==> config.mk <==
export PLATFORM = sky130hd
export DESIGN_NAME = irq_request_ctrl
export DESIGN_NICKNAME = d
export VERILOG_FILES = /design/src/rtl/irq_request_ctrl.sv
export SDC_FILE = /design/constraint.sdc
export NUM_CORES = 1
export LEC_CHECK = 0
export CAP_MARGIN = 25
export CORE_MARGIN = 2
export CORE_UTILIZATION = 30
export CTS_CLUSTER_DIAMETER = 30
export CTS_CLUSTER_SIZE = 40
export DETAILED_ROUTE_END_ITERATION = 12
export MAX_ROUTING_LAYER = met4
export RECOVER_POWER = 100
export SYNTH_ARGS = -nofsm -noshare
export SYNTH_HDL_FRONTEND = slang
export SYNTH_SLANG_ARGS = --single-unit
==> constraint.sdc <==
create_clock -name clk -period 1.3 [get_ports clk]
set_clock_uncertainty 0.05 [all_clocks]
set_input_delay 0.26 -clock clk [delete_from_list [all_inputs] [get_ports clk]]
set_output_delay 0.26 -clock clk [all_outputs]
set_load 0.02 [all_outputs]
==> src/rtl/irq_request_ctrl.sv <==
// Request capture, masking and irq/ack/eoi handshake in front of priority_encoder.
// Sticky pending bits, per-line overflow flags, highest index wins.
module irq_request_ctrl #(
   parameter int N = 4
) (
   input  logic         clk,
   input  logic         rst_n,
   input  logic [N-1:0] req,
   input  logic         mask_we,
   input  logic [N-1:0] mask_din,
   input  logic         ack,
   input  logic         eoi,
   input  logic         ovf_clr,
   output logic [N-1:0] pend_o,
   output logic         irq,
   output logic [1:0]   vec,
   output logic         busy,
   output logic [N-1:0] ovf
);

   typedef enum logic [1:0] {
      IDLE = 2'd0,
      REQ  = 2'd1,
      SERV = 2'd2
   } state_t;

   state_t       state;
   logic [N-1:0] req_q;
   logic [N-1:0] pend;
   logic [N-1:0] mask;
   logic [N-1:0] rise;
   logic [N-1:0] clr;
   logic [N-1:0] ovf_set;
   logic         take;
   logic [1:0]   hi;

   assign rise   = req & ~req_q;
   assign pend_o = pend & ~mask;
   assign take   = (state == REQ) && ack;

   always_comb begin
      hi = 2'd0;
      for (int k = 0; k < N; k++) begin
         if (pend_o[k]) hi = 2'(k);
      end
   end

   // a rise landing on the bit being acknowledged re-arms it, not an overflow
   always_comb begin
      clr = '0;
      for (int k = 0; k < N; k++) begin
         clr[k] = take && (vec == 2'(k));
      end
   end

   assign ovf_set = rise & pend & ~clr;

   always_ff @(posedge clk or negedge rst_n) begin
      if (!rst_n) begin
         req_q <= '0;
         pend  <= '0;
         mask  <= '0;
         ovf   <= '0;
      end else begin
         req_q <= req;
         pend  <= (pend & ~clr) | rise;
         ovf   <= (ovf_clr ? '0 : ovf) | ovf_set;
         if (mask_we) mask <= mask_din;
      end
   end

   always_ff @(posedge clk or negedge rst_n) begin
      if (!rst_n) begin
         state <= IDLE;
         irq   <= 1'b0;
         vec   <= 2'd0;
         busy  <= 1'b0;
      end else begin
         unique case (state)
            IDLE: begin
               if (|pend_o) begin
                  vec   <= hi;
                  irq   <= 1'b1;
                  state <= REQ;
               end
            end
            REQ: begin
               if (ack) begin
                  irq   <= 1'b0;
                  busy  <= 1'b1;
                  state <= SERV;
               end
            end
            SERV: begin
               if (eoi) begin
                  busy  <= 1'b0;
                  state <= IDLE;
               end
            end
            default: begin
               irq   <= 1'b0;
               busy  <= 1'b0;
               state <= IDLE;
            end
         endcase
      end
   end

endmodule

==> flow_summary.toml, run 1 <==
[run_status]
status = "complete, but fails checks"
violations = "negative setup slack"

[final_layout]
nNetsFinal = 138
syn_to_final_growth_pct = 54.2
diodes = 0
drive_gt1_share_pct = 37.4
fin_area_sq_um = 1350

[grt]
grt_pass1_vias = 763
grt_pass1_wl_microns = 3220
grt_use_total_pct = 12.9
overflow = 0
antenna_found_initial = 0
grt_max_degree = 23

[clocking]
clock_sinks = 22
clockBufferDepth = 2
insertion_delay_ns = 0.30
path_clk_slew_ns = 0.12
htreeDepth = 1
cts_tree = "done"
root_buffer = "clkbuf_4"
cts-buffers-inserted = 3

[setup_path]
crit_fanout = 2
end_kind = "output pin"
crit_buf_inv = 2
crit_path_cell_trace = "nand2b_4, inv_2, buf_6"
cp.required_ns = 0.99
arrival_ns = 1.02
critPathSlowestCell = "dfrtp_1"
cpLargestDelayFamily = "flip-flops"
start_kind = "register"
cpPeakStageDelay_ns = 0.40
worst-setup-path-type = "reg2out"

[synth]
synth_largest_area_cell = "dfrtp_1"
synth_seq_area_share_pct = 62.9
synth_cells = 75
syn_nets = 89
async_reset_ff_share_pct = 100
synth_seq_cells = 22
synth_flop_cell = "dfrtp_1"
avgSynthCellArea_sq_um = 11.7
synth.most_common_cell = "dfrtp_1"
synthTopCellsByArea = "dfrtp_1, o21ai_0, mux2_2"
synth.distinct_cells = 18
syn_area_sq_um = 875
synth_edf_count = 0
synth_commonest_cells = "dfrtp_1, nand2_1, o21ai_0"
ys_warn_count = 0
synth.top_cell.area_share_pct = 62.9

[timing]
rsz0062_at_grt = "true"
worst_slack_ns = -0.0311
fmax_mhz = 751
final_hold_viol_count = 0
min_period_ns = 1.33
worst_pin_slew_ns = 0.528
max-slew-margin-rel_pct = 64.8
post-route-period-util_pct = 102
fin_setup_tns_ns = -0.0967
maxSlewViolCount = 0
setup_violations = 5

[floorplanning]
die_w_microns = 58.0
fp-row-count = 19
ios = 26
dieHeight_microns = 58.0
die-area_sq_um = 3360
core_sq_um = 2760
start_util_pct = 31.7

[route]
ant_nets = 0
drt-initial-drc-count = 6
vias_per_cell = 4.60
wirelength_microns = 1840
vias = 708
drt-pass1-iter-count = 2
wl_per_cell_microns = 11.9
drc = 0

[run]
maxCapViolCount = 0

[placement]
portBuffers = 25
gp_congestion = 0.743
place_area_sq_um = 1270
hpwl_microns = 1420

[power]
p_leak_nw = 0.630
power_mw = 2.87
powerDensity_nw_per_um2 = 2130
irDropWorstVdd_v = 0.00172

[hold_path]
hp-class = "in2async"
## per-layer routing
metal / vias to the layer above / track usage (%) / wire (microns)
met4: 0 / 0.997 / 0
li1: 353 / - / -
met3: 0 / 4.69 / 104
met1: 337 / 15.9 / 821
met2: 18 / 21.4 / 913
met5: - / - / 0
## sequential cells by signal, indices dropped and copies added (netlist names)
signal  cells
busy        1
irq         1
mask        4
ovf         4
pend        4
req_q       4
state       2
vec         2
## cells by family after synthesis
kind of cell | count (synthesis) | share of synthesized area [%]
compound gates | 20 | 15.5
flops | 22 | 62.9
simple gates | 23 | 13.9
buf+inv | 6 | 2.57
mux | 4 | 5.15
## cell usage in the layout (no fill, tap or decap), types with 2 or more instances in the layout
cell type	n
dfrtp_1	22
o21ai_0	8
nand2b_1	5
o22ai_1	4
mux2_2	4
dlygate4sd3_1	6
clkbuf_4	5
buf_6	4
clkbuf_2	8
nand2_1	9
inv_1	5
o21ai_1	2
clkdlybuf4s50_1	7
buf_4	14
## repair_timing
item / in CTS / in global routing
pin swaps: 2 / 3
buffers inserted: 1 / 5
hold endpoints to repair: 0 / 0
gates resized for setup: 52 / 10
endpoints found under the setup margin: 14 / 17
hold buffers: 0 / 0
## path summary, 6_finish.rpt
| check | from | end | slack (ns) | cells after the start |
|---|---|---|---|---|
| worst min-delay path | rst_n | req_q[0]$_DFF_PN0_ | 0.39 | 2 |
| worst min register to register | req_q[3]$_DFF_PN0_ | pend[3]$_DFF_PN0_ | 0.47 | 2 |
| max in group asynchronous | rst_n | req_q[1]$_DFF_PN0_ | 0.46 | 2 |
| worst max register to register | pend[0]$_DFF_PN0_ | state[0]$_DFFE_PN0P_ | -0.03 | 4 |
| min in group clk | req_q[3]$_DFF_PN0_ | pend[3]$_DFF_PN0_ | 0.47 | 2 |
| worst max-delay path | mask[2]$_DFFE_PN0P_ | pend_o[2] | -0.03 | 3 |
## report_power, final
part / switching, mW / internal, mW
logic: 0.657 / 0.695
clock network: 0.206 / 0.312
registers: 0.117 / 0.880
total: 0.980 / 1.89
## through the flow
step                hold slack [ns]  utilization [%]  setup slack, ns  std cells
floorplan                   -0.0856                -           0.0134         75
global placement              0.411             45.9           -0.167        144
detailed placement            0.421             45.9           -0.200        144
finish                        0.391             48.9          -0.0311        154
CTS                           0.227             49.0          -0.0506        149
global route                  0.396             48.9           -0.117        154
## layout make-up
type,count,area (sq um)
Clock buffer,3,22.5
Clock inverter,1,30.0
Fill cell,281,1410
Inverter,6,22.5
Multi-Input combinational cell,47,329
Sequential cell,22,551
Tap cell,31,38.8
Timing Repair Buffer,44,355
No activity file was read; power rests on OpenSTA's default activity.
==> run 2: changes to the inputs <==
--- a/config.mk
+++ b/config.mk
@@ -7,11 +7,12 @@
 export LEC_CHECK = 0
 export CAP_MARGIN = 25
 export CORE_MARGIN = 2
-export CORE_UTILIZATION = 30
+export CORE_UTILIZATION = 45
 export CTS_CLUSTER_DIAMETER = 30
 export CTS_CLUSTER_SIZE = 40
 export DETAILED_ROUTE_END_ITERATION = 12
 export MAX_ROUTING_LAYER = met4
+export PLACE_DENSITY = 0.77
 export RECOVER_POWER = 100
 export SYNTH_ARGS = -nofsm -noshare
 export SYNTH_HDL_FRONTEND = slang
==> run 2 against run 1 <==
The run still ends with negative setup slack left. Utilization grew 25 points. Non-clock buffer count shrank 4. Clock-buffer cell count grew 1. Cell count shrank 6.5%. Clock power shrank 29%. Register-to-register slack gained 0.02 ns. Flip-flop and latch count is the same.
==> flow_summary.toml, run 2 (synthesized netlist as in run 1, its figures left out) <==
[run_status]
violations = "negative setup slack"
status = "complete, but fails checks"

[power]
irDropWorstVdd_v = 0.00116
p_sw_mw = 1.00
pwr-share-comb_pct = 48.6
sw_frac_of_total_pct = 37.0
p_leak_nw = 0.616
p_int_mw = 1.70
power_mw = 2.70
powerDensity_nw_per_um2 = 2050
pwr-share-clk_pct = 13.6
p_seq_share_pct = 37.7

[setup_path]
cpLargestDelayFamily = "flip-flops"
cp.required_ns = 0.99
crit_path_cell_trace = "nor2b_4, buf_6"
crit_buf_inv = 1
critPathSlowestCell = "dfrtp_1"
cpPeakStageDelay_ns = 0.43
start_kind = "register"
worst-setup-path-type = "reg2out"
end_kind = "output pin"
crit_fanout = 2
arrival_ns = 1.01

[clocking]
root_buffer = "clkbuf_4"
clockBufferDepth = 2
clock_sinks = 22
cts-buffers-inserted = 3
cts_tree = "done"
htreeDepth = 1
path_clk_slew_ns = 0.12
insertion_delay_ns = 0.30

[final_layout]
fin_area_sq_um = 1320
final_common_cell = "dfrtp_1"
nNetsFinal = 134
final-seq-area_sq_um = 551
drive_gt1_share_pct = 34.5
final_cell_mix = "dfrtp_1, buf_4, nand2_1"
finish.utilization_pct = 74.0
final_cells = 144
multiInputGateArea_sq_um = 343
final.fill_count = 125
diodes = 0
syn_to_final_growth_pct = 50.9

[grt]
grt_max_degree = 23
grt_pass1_vias = 764
overflow = 0
grt_pass1_wl_microns = 3110
grt_use_total_pct = 21.0
antenna_found_initial = 0

[timing]
setup_violations = 3
post-route-period-util_pct = 102
min_period_ns = 1.32
maxSlewViolCount = 0
max-slew-margin-rel_pct = 63.4
worst_slack_ns = -0.0222
rsz0062_at_grt = "true"
final_hold_viol_count = 0
fmax_mhz = 756
whs_ns = 0.419
worst_pin_slew_ns = 0.549

[placement]
hpwl_microns = 1410
place_area_sq_um = 1240
portBuffers = 25
gp_congestion = 0.751
dpl.cell_count = 136

[route]
wl_per_cell_microns = 14.0
ant_nets = 0
vias = 736
wirelength_microns = 2020
drt-pass1-iter-count = 4
drc = 0
vias_per_cell = 5.11
drt-initial-drc-count = 8

[floorplanning]
core_sq_um = 1780
dieHeight_microns = 48.1
die_w_microns = 48.1
ios = 26
start_util_pct = 49.1
die-area_sq_um = 2310
fp-row-count = 15

[run]
maxCapViolCount = 0

[hold_path]
hp-class = "in2async"
-- run 2: path summary, 6_finish.rpt --
| check | from | slack (ns) | endpoint | cells past startpoint |
|---|---|---|---|---|
| worst max-delay path | mask[0]$_DFFE_PN0P_ | -0.02 | pend_o[0] | 2 |
| worst min-delay path | rst_n | 0.42 | irq$_DFFE_PN0P_ | 2 |
| worst max register to register | pend[0]$_DFF_PN0_ | -0.01 | state[0]$_DFFE_PN0P_ | 4 |
| worst min register to register | irq$_DFFE_PN0P_ | 0.46 | irq$_DFFE_PN0P_ | 2 |
| max in group asynchronous | rst_n | 0.42 | req_q[3]$_DFF_PN0_ | 2 |
| min in group clk | irq$_DFFE_PN0P_ | 0.46 | irq$_DFFE_PN0P_ | 2 |
-- run 2: final cells by class --
type                       count  share of cell area (%)
multi-input combinational     47                    26.0
tap                           25                    2.37
inverter                       6                    1.71
timing repair buffer          40                    25.5
sequential                    22                    41.7
clock buffer                   4                    2.75
-- run 2: stage by stage --
step                TNS (ns)  worst slack [ns]
floorplan                  0            0.0134
global placement       -1.06            -0.164
detailed placement     -1.31            -0.179
CTS                  -0.0483           -0.0264
global route          -0.320           -0.0746
finish               -0.0382           -0.0222
-- run 2: worst register-to-register path: stages (launching register included) --
cell	delay (ns)
dfrtp_1	0.41
nor2b_4	0.14
buf_6	0.12
o41ai_4	0.36
o21ai_1	0.11
-- run 2: routing by layer --
| layer | vias to the layer above | wire, microns | global-route usage (%) |
|---|---|---|---|
| met5 | - | 0 | - |
| met1 | 352 | 868 | 23.6 |
| li1 | 345 | - | - |
| met3 | 4 | 76 | 2.64 |
| met2 | 35 | 1040 | 35.7 |
| met4 | 0 | 41 | 11.4 |
-- run 2: power groups by stage --
stage                     sequential [mW]  clock (mW)  combinational (mW)
after floorplan                      1.13           0               0.482
after global placement               1.00           0                1.19
after detailed placement             1.02           0                1.22
after CTS                            1.01       0.371                1.32
after global routing                 1.04       0.393                1.41
final                                1.02       0.368                1.31
-- run 2: repair_timing --
item                                    in CTS  in global routing
gates resized for setup                     52                 10
pin swaps                                    1                  2
buffers inserted                             3                  1
endpoints found under the setup margin      14                 15
hold buffers                                 0                  0
==> edit 1: new RTL, flow settings as in run 1 <==
The 3 states of `state_t` get a one-hot encoding in 3 bits.
--- a/src/rtl/irq_request_ctrl.sv
+++ b/src/rtl/irq_request_ctrl.sv
@@ -18,10 +18,10 @@
    output logic [N-1:0] ovf
 );
 
-   typedef enum logic [1:0] {
-      IDLE = 2'd0,
-      REQ  = 2'd1,
-      SERV = 2'd2
+   typedef enum logic [2:0] {
+      IDLE = 3'b001,
+      REQ  = 3'b010,
+      SERV = 3'b100
    } state_t;
 
    state_t       state;
Function: no difference found for any inputs over 10 cycles, from zero or initial values and one cycle with rst_n low; not proved beyond that.
==> edit 1 against run 1 <==
The flow still finishes with violations (negative setup slack). First-iteration DRC count grew to 4.5 times the old value. Clock power shrank 36%. Total power shrank 11%. Die area grew 10%. Sequential cell count grew 1. Routed wire length grew 12%. Cell area grew 7.2%. Worst setup slack lost 0.12 ns. Area after synthesis grew 11%.
==> edit 1: results <==
{
  "grt_pass1_wl_um": 3540,
  "clk_latency_ns": 0.30,
  "place_area_sq_mm": 0.00141,
  "synth.area.top_cells": "dfrtp_1 (57%), nand2b_1 (5.8%), mux2_2 (4.6%)",
  "dp_hpwl_um": 1610,
  "vias_per_cell": 4.48,
  "seq_area_frac_synth_pct": 59.5,
  "max_stage_delay_ns": 0.43,
  "first_pass_iters": 4,
  "grt_pass1_vias": 839,
  "clockBufferDepth": 2,
  "synth_fp_nets": 95,
  "setup_viol": 11,
  "antenna_found_initial": 0,
  "hold_slack_ns": 0.403,
  "wl_um": 2060,
  "yosys-top-cells-count": "dfrtp_1 (22), nand2b_1 (9), o21ai_0 (6)",
  "drive_above_1_share_pct": 38.9,
  "drt_first_iter_violations": 27,
  "cp_max_fo": 3,
  "crit_start": "pend[0]",
  "worstPathArrival_ns": 1.61,
  "critPathTopFamily": "simple AND/OR/NAND/NOR gates",
  "peakVddDrop_uv": 665,
  "setup_slack_ns": -0.155,
  "p_leak_nw": 0.669,
  "status": "finished with violations",
  "place_congestion": 0.704,
  "worstMarginPinSlew_ns": 0.561,
  "num-nets-final": 146,
  "grt_usage_pct": 13.4,
  "grt_max_degree": 24,
  "r2r-end": "irq",
  "final_max_slew_viol_count": 0,
  "violations": "negative setup slack",
  "synth_cell_type_count": 28,
  "fillerInstances": 297,
  "cp_slowest_cell": "or4_4"
}
## edit 1: cell families after synthesis
logic type / count (synthesis) / share of synthesized area, %
buffers and inverters: 5 / 1.93
multiplexers: 4 / 4.64
AND/OR/NAND/NOR: 28 / 20.0
AO/OA/AOI/OAI: 21 / 13.9
flip-flops: 23 / 59.5
## edit 1: through the flow
step                      util [%]  setup TNS, ns  setup WS (ns)  std cells
after floorplan                  -         -0.225         -0.111         81
after global placement        46.0          -3.33         -0.254        164
after detailed placement      46.0          -3.63         -0.299        164
after CTS                     47.8         -0.750         -0.181        171
after global routing          47.4          -1.99         -0.204        175
final                         47.4         -0.683         -0.155        175
## edit 1: worst max-delay path by stage
stage	endpoint	slack [ns]	cells past startpoint
floorplan	irq	-0.11	4
global placement	ovf[0]	-0.25	4
detailed placement	ovf[0]	-0.30	4
CTS	irq	-0.18	4
global route	irq	-0.20	4
finish	irq	-0.15	4
## edit 1: worst register-to-register path, cell delays in order, from the launching register on
cell	delay [ns]
dfrtp_1	0.42
nor2b_4	0.13
buf_4	0.13
or4_4	0.43
o22a_1	0.21
## edit 1: power breakdown
| group | internal, mW | switching (mW) |
|---|---|---|
| clock | 0.117 | 0.212 |
| combinational | 0.638 | 0.539 |
| sequential | 0.900 | 0.147 |
| total | 1.65 | 0.899 |
## edit 1: area by class of cell
class / count / area, sq um / area share [%]
clock buffer: 3 / 22.5 / 1.56
inverter: 5 / 21.3 / 1.47
timing repair buffer: 46 / 362 / 25.0
clock inverter: 1 / 7.51 / 0.519
tap: 44 / 55.1 / 3.81
sequential: 23 / 577 / 39.9
multi-input combinational: 53 / 402 / 27.8
## edit 1: repair_timing
item | CTS | global route
pin swaps | 1 | 2
resized for setup | 51 | 8
setup buffers | 3 | 4
endpoints found under the hold margin | 0 | 0
endpoints found under the setup margin | 18 | 23
## edit 1: layer usage
metal,global-route usage [%],share of wire [%],vias up
li1,-,-,386
met1,15.4,42,386
met2,24.1,55,12
met3,1.92,2.2,0
met4,3.73,0,0
met5,-,0,-
==> edit 2: new RTL, config.mk and constraints of run 1 <==
Made on the original files. The parameter `N` goes from 4 to 8.
--- a/src/rtl/irq_request_ctrl.sv
+++ b/src/rtl/irq_request_ctrl.sv
@@ -1,7 +1,7 @@
 // Request capture, masking and irq/ack/eoi handshake in front of priority_encoder.
 // Sticky pending bits, per-line overflow flags, highest index wins.
 module irq_request_ctrl #(
-   parameter int N = 4
+   parameter int N = 8
 ) (
    input  logic         clk,
    input  logic         rst_n,
Interface: changed (resized mask_din, ovf, pend_o and req); port bits go from 26 to 42. No check against the original RTL was run, so the function may have changed too.
==> edit 2 against run 1 <==
Worst setup slack got worse by 0.20 ns. Total power rose by 49%. Routed wire length is 92% higher. Sequential cell count grew 16. Non-clock buffer count grew 25. Synthesized cell count is 65% higher. Cell area increased by 69%. Clock power rose by 51%. The run still ends with negative setup slack left. Die area up 66%. Via count rose by 67%. Area after synthesis rose by 72%.
==> edit 2: results <==
{
  "drive_above_1_share_pct": 35.5,
  "place_inst": 242,
  "crit_end": "vec[1]",
  "cts-root-buf": "clkbuf_8",
  "setup_slack_ns": -0.234,
  "multi_input_area_share_pct": 24.0,
  "grt_max_degree": 39,
  "use_met1_pct": 17.9,
  "setup_viol": 14,
  "fillerInstances": 440,
  "grt_pass1_wl_um": 5770,
  "max_slew_margin_pct": 65.4,
  "power_clock_uw": 784,
  "cts_setup_buffers": 6,
  "vias_per_cell": 4.48,
  "cts_buffers": 5,
  "reg2reg_from": "mask[0]",
  "post_cts_resized": 74,
  "multi_input_comb_cells": 74,
  "cp_slowest_cell": "a311o_2",
  "num-nets-final": 220,
  "n_clock_buffer": 6,
  "routed.top_layer": "met4",
  "met2_usage_pct": 21.9,
  "non_clock_buffer_area_share_pct": 25.2,
  "dp_hpwl_um": 2520,
  "violations": "negative setup slack",
  "final-clk-cell-share_pct": 3.62,
  "first_pass_iters": 4,
  "synth_cell_type_count": 26,
  "worstPathArrival_ns": 1.66,
  "hold_buffers": 1,
  "yosys-top-cells-count": "dfrtp_1 (38), nand2_1 (19), nand2b_1 (10)",
  "switchingPower_mw": 1.47,
  "clk_pin_slew_ns": 0.07,
  "ys_seq_elements": 38,
  "met2_length_um": 1700,
  "signal_buffers": 69,
  "hold_slack_ns": 0.203,
  "io_buffers": 41,
  "status": "finished with violations",
  "comb_power_share_pct": 42.8,
  "p_leak_nw": 1.07,
  "hold_path_class": "in -> reg",
  "wl_met1_um": 1550,
  "drt_first_iter_violations": 25,
  "syn_avg_cell_area_sq_um": 12.1,
  "synth.area.top_cells": "dfrtp_1 (63%), mux2_2 (6.0%), nand2_1 (4.7%)"
}
edit 2: changes by cell type after synthesis, sizes merged, moves of 2 or more:
| cell | before | now |
|---|---|---|
| nor2b | 3 | 5 |
| dfrtp | 22 | 38 |
| o21ai | 11 | 5 |
| o22ai | 4 | 8 |
| mux2 | 4 | 10 |
| nand2 | 9 | 19 |
| o31ai | 0 | 2 |
| a21oi | 1 | 3 |
| nor2 | 2 | 4 |
| inv | 6 | 9 |
| nand2b | 6 | 11 |
edit 2: per-stage QoR:
step / area [sq um] / worst slack (ns)
6_report: 2280 / -0.234
5_1_grt: 2280 / -0.264
4_1_cts: 2250 / -0.233
3_5_place_dp: 2100 / -0.337
3_3_place_gp: 2100 / -0.260
2_1_floorplan: 1510 / -0.248
edit 2: logic make-up after synthesis:
group / after synthesis / synth area share [%]
and+or+nand+nor: 44 / 17.5
buffers and inverters: 12 / 3.07
muxes: 10 / 7.98
DFF: 38 / 63.2
AOI/OAI and AO/OA: 20 / 8.23
